--- src/rtl/candy_pkg.sv ---
// candy_pkg: shared command codes, channel indices and emitter state for the candy vending front end
package candy_pkg;
  localparam logic [2:0] NO_COIN    = 3'b111;
  localparam logic [2:0] BEG        = 3'b001;
  localparam logic [2:0] OBEG       = 3'b010;
  localparam logic [2:0] CANDY_BTN  = 3'b101;
  localparam logic [2:0] CHANGE_BTN = 3'b110;
  typedef enum logic [1:0] {CH_BEG, CH_OBEG, CH_CANDY, CH_CHANGE} ch_e;
  typedef enum logic {IDLE, EMIT} emit_state_e;
  function automatic logic [2:0] pick(input logic [3:0] r);
    return r[CH_CHANGE] ? CHANGE_BTN : r[CH_CANDY] ? CANDY_BTN : r[CH_OBEG] ? OBEG : r[CH_BEG] ? BEG : NO_COIN;
  endfunction
  function automatic logic [3:0] top_bit(input logic [3:0] r);
    return r[CH_CHANGE] ? 4'b1000 : r[CH_CANDY] ? 4'b0100 : r[CH_OBEG] ? 4'b0010 : r[CH_BEG] ? 4'b0001 : 4'b0000;
  endfunction
endpackage

--- src/rtl/input_debounce.sv ---
// input_debounce: 2-FF synchroniser, counter debouncer and rising-edge request for one raw input
// Ports: clk, reset (async, active-high), raw (asynchronous input),
//        req (one-cycle pulse after an accepted 0->1 change), rise (req of the next cycle)
module input_debounce #(
  parameter int DEBOUNCE_CYCLES = 16
) (
  input  logic clk,
  input  logic reset,
  input  logic raw,
  output logic req,
  output logic rise
);
  localparam int W = $clog2(DEBOUNCE_CYCLES);
  logic s1, s, stable, hit;
  logic [W-1:0] cnt;
  assign hit = (s != stable) && (cnt == W'(DEBOUNCE_CYCLES - 1));
  assign rise = hit & s;
  always_ff @(posedge clk or posedge reset)
    if (reset) begin
      s1 <= 1'b0;
      s <= 1'b0;
      stable <= 1'b0;
      cnt <= '0;
      req <= 1'b0;
    end else begin
      s1 <= raw;
      s <= s1;
      req <= rise;
      if (s == stable) cnt <= '0;
      else if (hit) begin
        stable <= s;
        cnt <= '0;
      end else cnt <= cnt + 1'b1;
    end
endmodule

--- src/rtl/coin_input_encoder.sv ---
// coin_input_encoder: debounces coin sensors and buttons into single-cycle candy controller command codes
// Ports: clk, reset (async, active-high), coin_beg_raw, coin_obeg_raw, btn_candy_raw, btn_change_raw
//        (raw asynchronous inputs), in_code (3-bit command, 3'b111 idle), dropped (discarded press pulse)
// Option: EVENT_HOLD_EN keeps a pending bit per channel so simultaneous presses are all delivered.
module coin_input_encoder
  import candy_pkg::*;
#(
  parameter int DEBOUNCE_CYCLES = 16
) (
  input  logic       clk,
  input  logic       reset,
  input  logic       coin_beg_raw,
  input  logic       coin_obeg_raw,
  input  logic       btn_candy_raw,
  input  logic       btn_change_raw,
  output logic [2:0] in_code,
  output logic       dropped
);
  logic [3:0] raw, req, rise, avail;
  logic [2:0] code_d;
  logic drop_d;
  emit_state_e state, state_d;
  assign raw[CH_BEG] = coin_beg_raw;
  assign raw[CH_OBEG] = coin_obeg_raw;
  assign raw[CH_CANDY] = btn_candy_raw;
  assign raw[CH_CHANGE] = btn_change_raw;
  for (genvar i = 0; i < 4; i++) begin : g_db
    input_debounce #(.DEBOUNCE_CYCLES(DEBOUNCE_CYCLES)) u_db (
      .clk(clk),
      .reset(reset),
      .raw(raw[i]),
      .req(req[i]),
      .rise(rise[i])
    );
  end
`ifdef EVENT_HOLD_EN
  logic [3:0] pend, pend_d;
  assign avail = pend | req;
  // dropped is registered, so it is judged one cycle early against the pending bits the request will meet
  always_comb begin
    pend_d = avail & ~((state == IDLE) ? top_bit(avail) : 4'b0000);
    drop_d = |(rise & pend_d);
  end
  always_ff @(posedge clk or posedge reset)
    if (reset) pend <= 4'b0000;
    else pend <= pend_d;
`else
  assign avail = req;
  // a request meeting EMIT, or losing arbitration in IDLE, is discarded; judged one cycle early
  always_comb drop_d = (state_d == EMIT) ? |rise : |(rise & (rise - 4'd1));
`endif
  always_comb begin
    state_d = (state == IDLE && |avail) ? EMIT : IDLE;
    code_d = (state == IDLE) ? pick(avail) : NO_COIN;
  end
  always_ff @(posedge clk or posedge reset)
    if (reset) begin
      state <= IDLE;
      in_code <= NO_COIN;
      dropped <= 1'b0;
    end else begin
      state <= state_d;
      in_code <= code_d;
      dropped <= drop_d;
    end
endmodule

--- config.mk ---
export PLATFORM = sky130hd
export DESIGN_NAME = coin_input_encoder
export DESIGN_NICKNAME = d
export VERILOG_FILES = /design/src/rtl/candy_pkg.sv /design/src/rtl/input_debounce.sv /design/src/rtl/coin_input_encoder.sv
export SDC_FILE = /design/constraint.sdc
export NUM_CORES = 1
export LEC_CHECK = 0
export ABC_AREA = 1
export ABC_CLOCK_PERIOD_IN_PS = 1080
export CORE_MARGIN = 2
export CORE_UTILIZATION = 51
export DETAILED_ROUTE_END_ITERATION = 8
export GPL_ROUTABILITY_DRIVEN = 0
export GPL_TIMING_DRIVEN = 0
export PLACE_DENSITY = 0.83
export SYNTH_ARGS = -nofsm -noshare
export SYNTH_HDL_FRONTEND = slang
export SYNTH_SLANG_ARGS = --single-unit
--- constraint.sdc ---
create_clock -name clk -period 1.08 [get_ports clk]
set_input_delay 0.108 -clock clk [delete_from_list [all_inputs] [get_ports clk]]
set_output_delay 0.108 -clock clk [all_outputs]
set_load 0.02 [all_outputs]
# Word level (Yosys, flattened, before mapping)
# Index checks and enable logic that the tools add are counted.
# totals
regBits	37
in_bits	6
output_inout_bits	4
word_cells	77
# classes
addsub	5
eq_ne	12
n_mux	15
bitwise	10
reduce_logical	12
# ops
op	count
2-to-1 mux 4 bit	8
adder 4 x 1 -> 4 bit (second input constant)	4
equality test 4 bit (second input constant)	4
2-to-1 mux 3 bit	5
OR reduction 4 bit	3
AND reduction 2 bit	4
logical AND 1 bit	5
inverter 1 bit	5
bitwise AND 1 bit	4
bitwise AND 4 bit	1
equality test 1 bit	4
!= test 1 bit	4
subtractor 4 x 1 -> 4 bit (second input constant)	1
2-to-1 mux 1 bit	2

# Longest topological paths before layout
# logic_depth
word_depth	7
mapped_depth	7
depth_no_buf	7

# By module
# Synthesis repeated with hierarchy kept, for this count alone.
# unflattened
hier_cells	167
hier_area_um2	1561.5
# by_module_without_submodules
module	instances	cells_per_inst	area_per_inst_um2
input_debounce	4	34	330.3
coin_input_encoder	1	31	240.2

# Least setup slack after synthesis
# No wires, ideal clock.
# synth_path
kind	reg-to-reg
startpoint	register g_db[1].u_db.cnt[0]
endpoint	register dropped
setup_ps	117
arrival_ps	1033
path_slack_ps	-70
path_stages_with_launch	8
path_buffers	0
cell_sequence	dfrtp_1 > ha_1 > nand3_2 > nor2_2 > nor2_1 > nand2_1 > nand3_1 > nand2_1
# synth_via
elab_chain_cells	7
word_cells_on_any_way	8
# synth_lines
element	line	rtl
start, declared	input_debounce.sv:15	logic [W-1:0] cnt;
start signal, assigned	input_debounce.sv:33	end else cnt <= cnt + 1'b1;
equality test 4 bit *	input_debounce.sv:16	assign hit = (s != stable) && (cnt == W'(DEBOUNCE_CYCLES - 1));
logical AND 1 bit *	input_debounce.sv:16	
bitwise AND 1 bit *	input_debounce.sv:17	assign rise = hit & s;
net g_db[1].u_db.rise	input_debounce.sv:11	output logic rise
subtractor 4 x 1 -> 4 bit	coin_input_encoder.sv:50	always_comb drop_d = (state_d == EMIT) ? |rise : |(rise & (rise - 4'd1));
bitwise AND 4 bit	coin_input_encoder.sv:50	
OR reduction 4 bit	coin_input_encoder.sv:50	
2-to-1 mux 1 bit *	coin_input_encoder.sv:50	
net drop_d	coin_input_encoder.sv:21	logic drop_d;
end signal, assigned	coin_input_encoder.sv:64	dropped <= drop_d;
end, declared	coin_input_encoder.sv:17	output logic dropped
# Mark *: on every way through the listed nets, which the timed path passes. The rest lies on a longest branch.
# A chain may end at the register's enable or synchronous reset.

# Worst setup path after layout
# layout_path
startpoint	register g_db[1].u_db.cnt[1]
endpoint	register dropped
# The elaborated chain is that of the path after synthesis.

==> flow_metrics.py <==
metrics = {
    "outcome": {
        "run_status": "finished with violations",
        "failed_checks": "negative setup slack",
    },
    "power_and_ir_drop": {
        "switching_pwr_w": 0.000586,
        "fin_total_pwr_w": 0.00237,
        "irDropWorstVdd_mv": 0.960,
        "p_int_w": 0.00179,
        "combinationalPowerShare_pct": 8.6,
        "p_sw_share_pct": 24.7,
        "power.sequential.fraction_pct": 62.8,
        "static-leakage-power_nw": 0.881,
        "power_frac_clock_pct": 28.6,
        "cellPowerDensity_nw_per_um2": 1250,
    },
    "route": {
        "route.detailed.drc": 0,
        "routedWlPerCell_um": 13.2,
        "drtAntennaViolNets": 0,
        "drtIter0Drc": 18,
        "routed_wl_um": 2510,
        "drtPass1Iterations": 6,
        "dr_total_vias": 948,
        "route.detailed.vias_per_inst": 4.99,
    },
    "timing": {
        "setup-violations-final": 5,
        "unrepaired_setup_endpoints_after_global_routing": "yes",
        "final.hold.worst_slack_ns": 0.199,
        "hold_viol": 0,
        "max_slew.worst_pin.slew_ns": 0.764,
        "max-slew-margin-rel_pct": 48.9,
        "clock.fmax_ghz": 0.872,
        "layout_min_cycle_time_ns": 1.15,
        "number_of_slew_limit_violations_in_the_final_report": 0,
        "worst_clock_skew_ns": 0.00824,
        "setup_ws_final_ns": -0.0674,
        "timing.final.crit_share_pct": 106,
    },
    "die": {
        "floorplan.initialDensity_pct": 53.6,
        "die_w_um": 57.6,
        "placeableCoreArea_sq_um": 2730,
        "floorplan.die_area_sq_um": 3320,
        "pin_count": 10,
        "fp_rows": 19,
        "die_y_um": 57.6,
    },
    "final_layout": {
        "layout.core_utilization_pct": 69.3,
        "final_nets": 168,
        "most_common_cell_after_layout_fill_and_taps_aside": "sky130_fd_sc_hd__dfrtp_1",
        "drive_above_1_share_pct": 36.5,
        "antenna_cells_inserted": 0,
        "mostFrequentLayoutCells": "sky130_fd_sc_hd__dfrtp_1 (34), sky130_fd_sc_hd__nor2_1 (16), sky130_fd_sc_hd__inv_1 (15)",
        "area_growth_syn_to_layout_pct": 29.3,
        "finalNonFillerCells": 190,
    },
    "job": {
        "cap_violations": 0,
    },
    "setup_path": {
        "crit_path_start_kind": "register",
        "critical_path_fanouts_max": 3,
        "worstPathArrival_ns": 1.39,
        "crit_required_ns": 1.33,
        "worst_setup_path_startpoint": "g_db[1].u_db.cnt[1]",
        "crit_path_end_kind": "register",
        "criticalPathCategory": "register to register",
        "r2r_start": "g_db[1].u_db.cnt[1]",
    },
    "placement": {
        "io_buffers": 9,
        "hpwlAfterDp_um": 1480,
        "place.detailed.instances": 172,
        "place_ws_ns": -0.628,
    },
    "clocking": {
        "tritoncts": "yes",
        "cts_htree_levels": 2,
        "cts_made_buffers": 5,
        "cts.clk_slew.worst_paths_ns": 0.11,
        "cts.sinks": 37,
        "cts.root.buffer_cell": "sky130_fd_sc_hd__clkbuf_4",
        "clock_insertion_delay_worst_skew_ns": 0.34,
        "number_of_buffers_on_the_longest_clock_path": 2,
    },
    "global_route": {
        "grt_start_max_net_pins": 38,
        "globalRoute.totalOverflow": 0,
        "global_route_wire_length_before_repair_um": 4040,
        "first_global_vias": 966,
        "globalRouteTotalUtil_pct": 16.3,
        "grt_antenna_before_repair": 0,
    },
    "yosys": {
        "syn-mean-instance-area_sq_um": 11.1,
        "synth_cell_types": 18,
        "synth.yosys.warnings": 0,
        "netlist_area_sq_um": 1470,
        "number_of_flip_flops_and_latches_in_the_synthesized_netlist": 37,
        "mappedNetlistNets": 142,
        "post_synth_inst_count": 132,
        "seq_area_frac_synth_pct": 63.5,
    },
    "hold_path": {
        "worstHoldStart": "coin_beg_raw",
        "hold_path.class": "input pin to register",
    },
}
-- cell usage after synthesis, drive strengths merged --
cell type	instances	area (sq um)
dfrtp	34	851
nor2	25	119
inv	17	63.8
nand2	16	70.1
nand3	10	75.1
o21ai	7	35.0
xnor2	6	52.6
a21oi	4	20.0
ha	4	50.1
xor2	4	35.0
dfstp	3	78.8
o211ai	2	15.0
-- state kept, by name, summed over array words and instances (netlist names) --
signal,cells
dropped,1
g_db.u_db.stable,4
g_db.u_db.req,4
state,1
in_code,3
g_db.u_db.s,4
g_db.u_db.s1,4
g_db.u_db.cnt,16
-- area by class of cell --
class | count | area (sq um)
Fill cell | 190 | 840
Timing Repair Buffer | 19 | 175
Sequential cell | 37 | 930
Multi-Input combinational cell | 78 | 632
Clock inverter | 2 | 10.0
Inverter | 17 | 67.6
Tap cell | 31 | 38.8
Clock buffer | 6 | 41.3
-- repair_timing --
action | in CTS | in global routing
setup buffers | 7 | 3
setup endpoints to repair | 39 | 14
resized for setup | 26 | 22
endpoints found under the hold margin | 0 | 0
hold buffers | 0 | 0
pin swaps | 9 | 9
-- cells by family (layout without fill, tap and decap cells) --
group | Yosys count | count (layout) | synth area share [%]
and+or+nand+nor | 51 | 51 | 18.0
xor gates and xnor gates | 10 | 10 | 5.98
AOI/OAI and AO/OA | 13 | 13 | 4.78
buffers and inverters | 17 | 44 | 4.36
DFF | 37 | 37 | 63.5
adders and majority gates | 4 | 4 | 3.42
-- critical path, stage by stage (launching register included) --
cell and delay (ns):
sky130_fd_sc_hd__dfrtp_1 0.40, sky130_fd_sc_hd__ha_2 0.21, sky130_fd_sc_hd__nand3_4 0.11, sky130_fd_sc_hd__nor2_4 0.05, sky130_fd_sc_hd__nor2_2 0.10, sky130_fd_sc_hd__nand2_1 0.08, sky130_fd_sc_hd__nand3_1 0.07, sky130_fd_sc_hd__nand2_1 0.05
-- metal layers --
| metal | track usage, % | share of wire [%] | vias to the layer above |
|---|---|---|---|
| met5 | 0 | 0 | - |
| met4 | 6.98 | 2.0 | 0 |
| met3 | 6.12 | 4.6 | 7 |
| met2 | 28.1 | 54 | 18 |
| met1 | 18.1 | 40 | 454 |
| li1 | - | - | 469 |
-- final timing paths --
path / endpoint / slack, ns / depth (start not counted)
setup / recovery: dropped / -0.07 / 7
hold / removal: g_db[0].u_db.s1 / 0.20 / 1
setup reg to reg: dropped / -0.07 / 7
hold reg to reg: g_db[2].u_db.s / 0.35 / 0
max in group asynchronous: g_db[0].u_db.cnt[2] / 0.42 / 2
min in group asynchronous: g_db[2].u_db.req / 0.23 / 2
-- stage by stage --
| step | setup TNS, ns | cell area (sq um) |
|---|---|---|
| 6_report | -0.123 | 1890 |
| 4_1_cts | -0.144 | 1770 |
| 2_1_floorplan | -0.00234 | 1510 |
| 3_5_place_dp | -22.85 | 1640 |
| 3_3_place_gp | -19.93 | 1640 |
| 5_1_grt | -0.473 | 1890 |
-- power groups by stage --
stage | Combinational, W | Clock (W) | Sequential, W
floorplan | 0.000105 | 0 | 0.00150
global placement | 0.000134 | 0 | 0.00150
detailed placement | 0.000145 | 0 | 0.00151
CTS | 0.000169 | 0.000703 | 0.00148
global route | 0.000231 | 0.000774 | 0.00150
finish | 0.000204 | 0.000680 | 0.00149
Power figures use the tool's default switching activity.
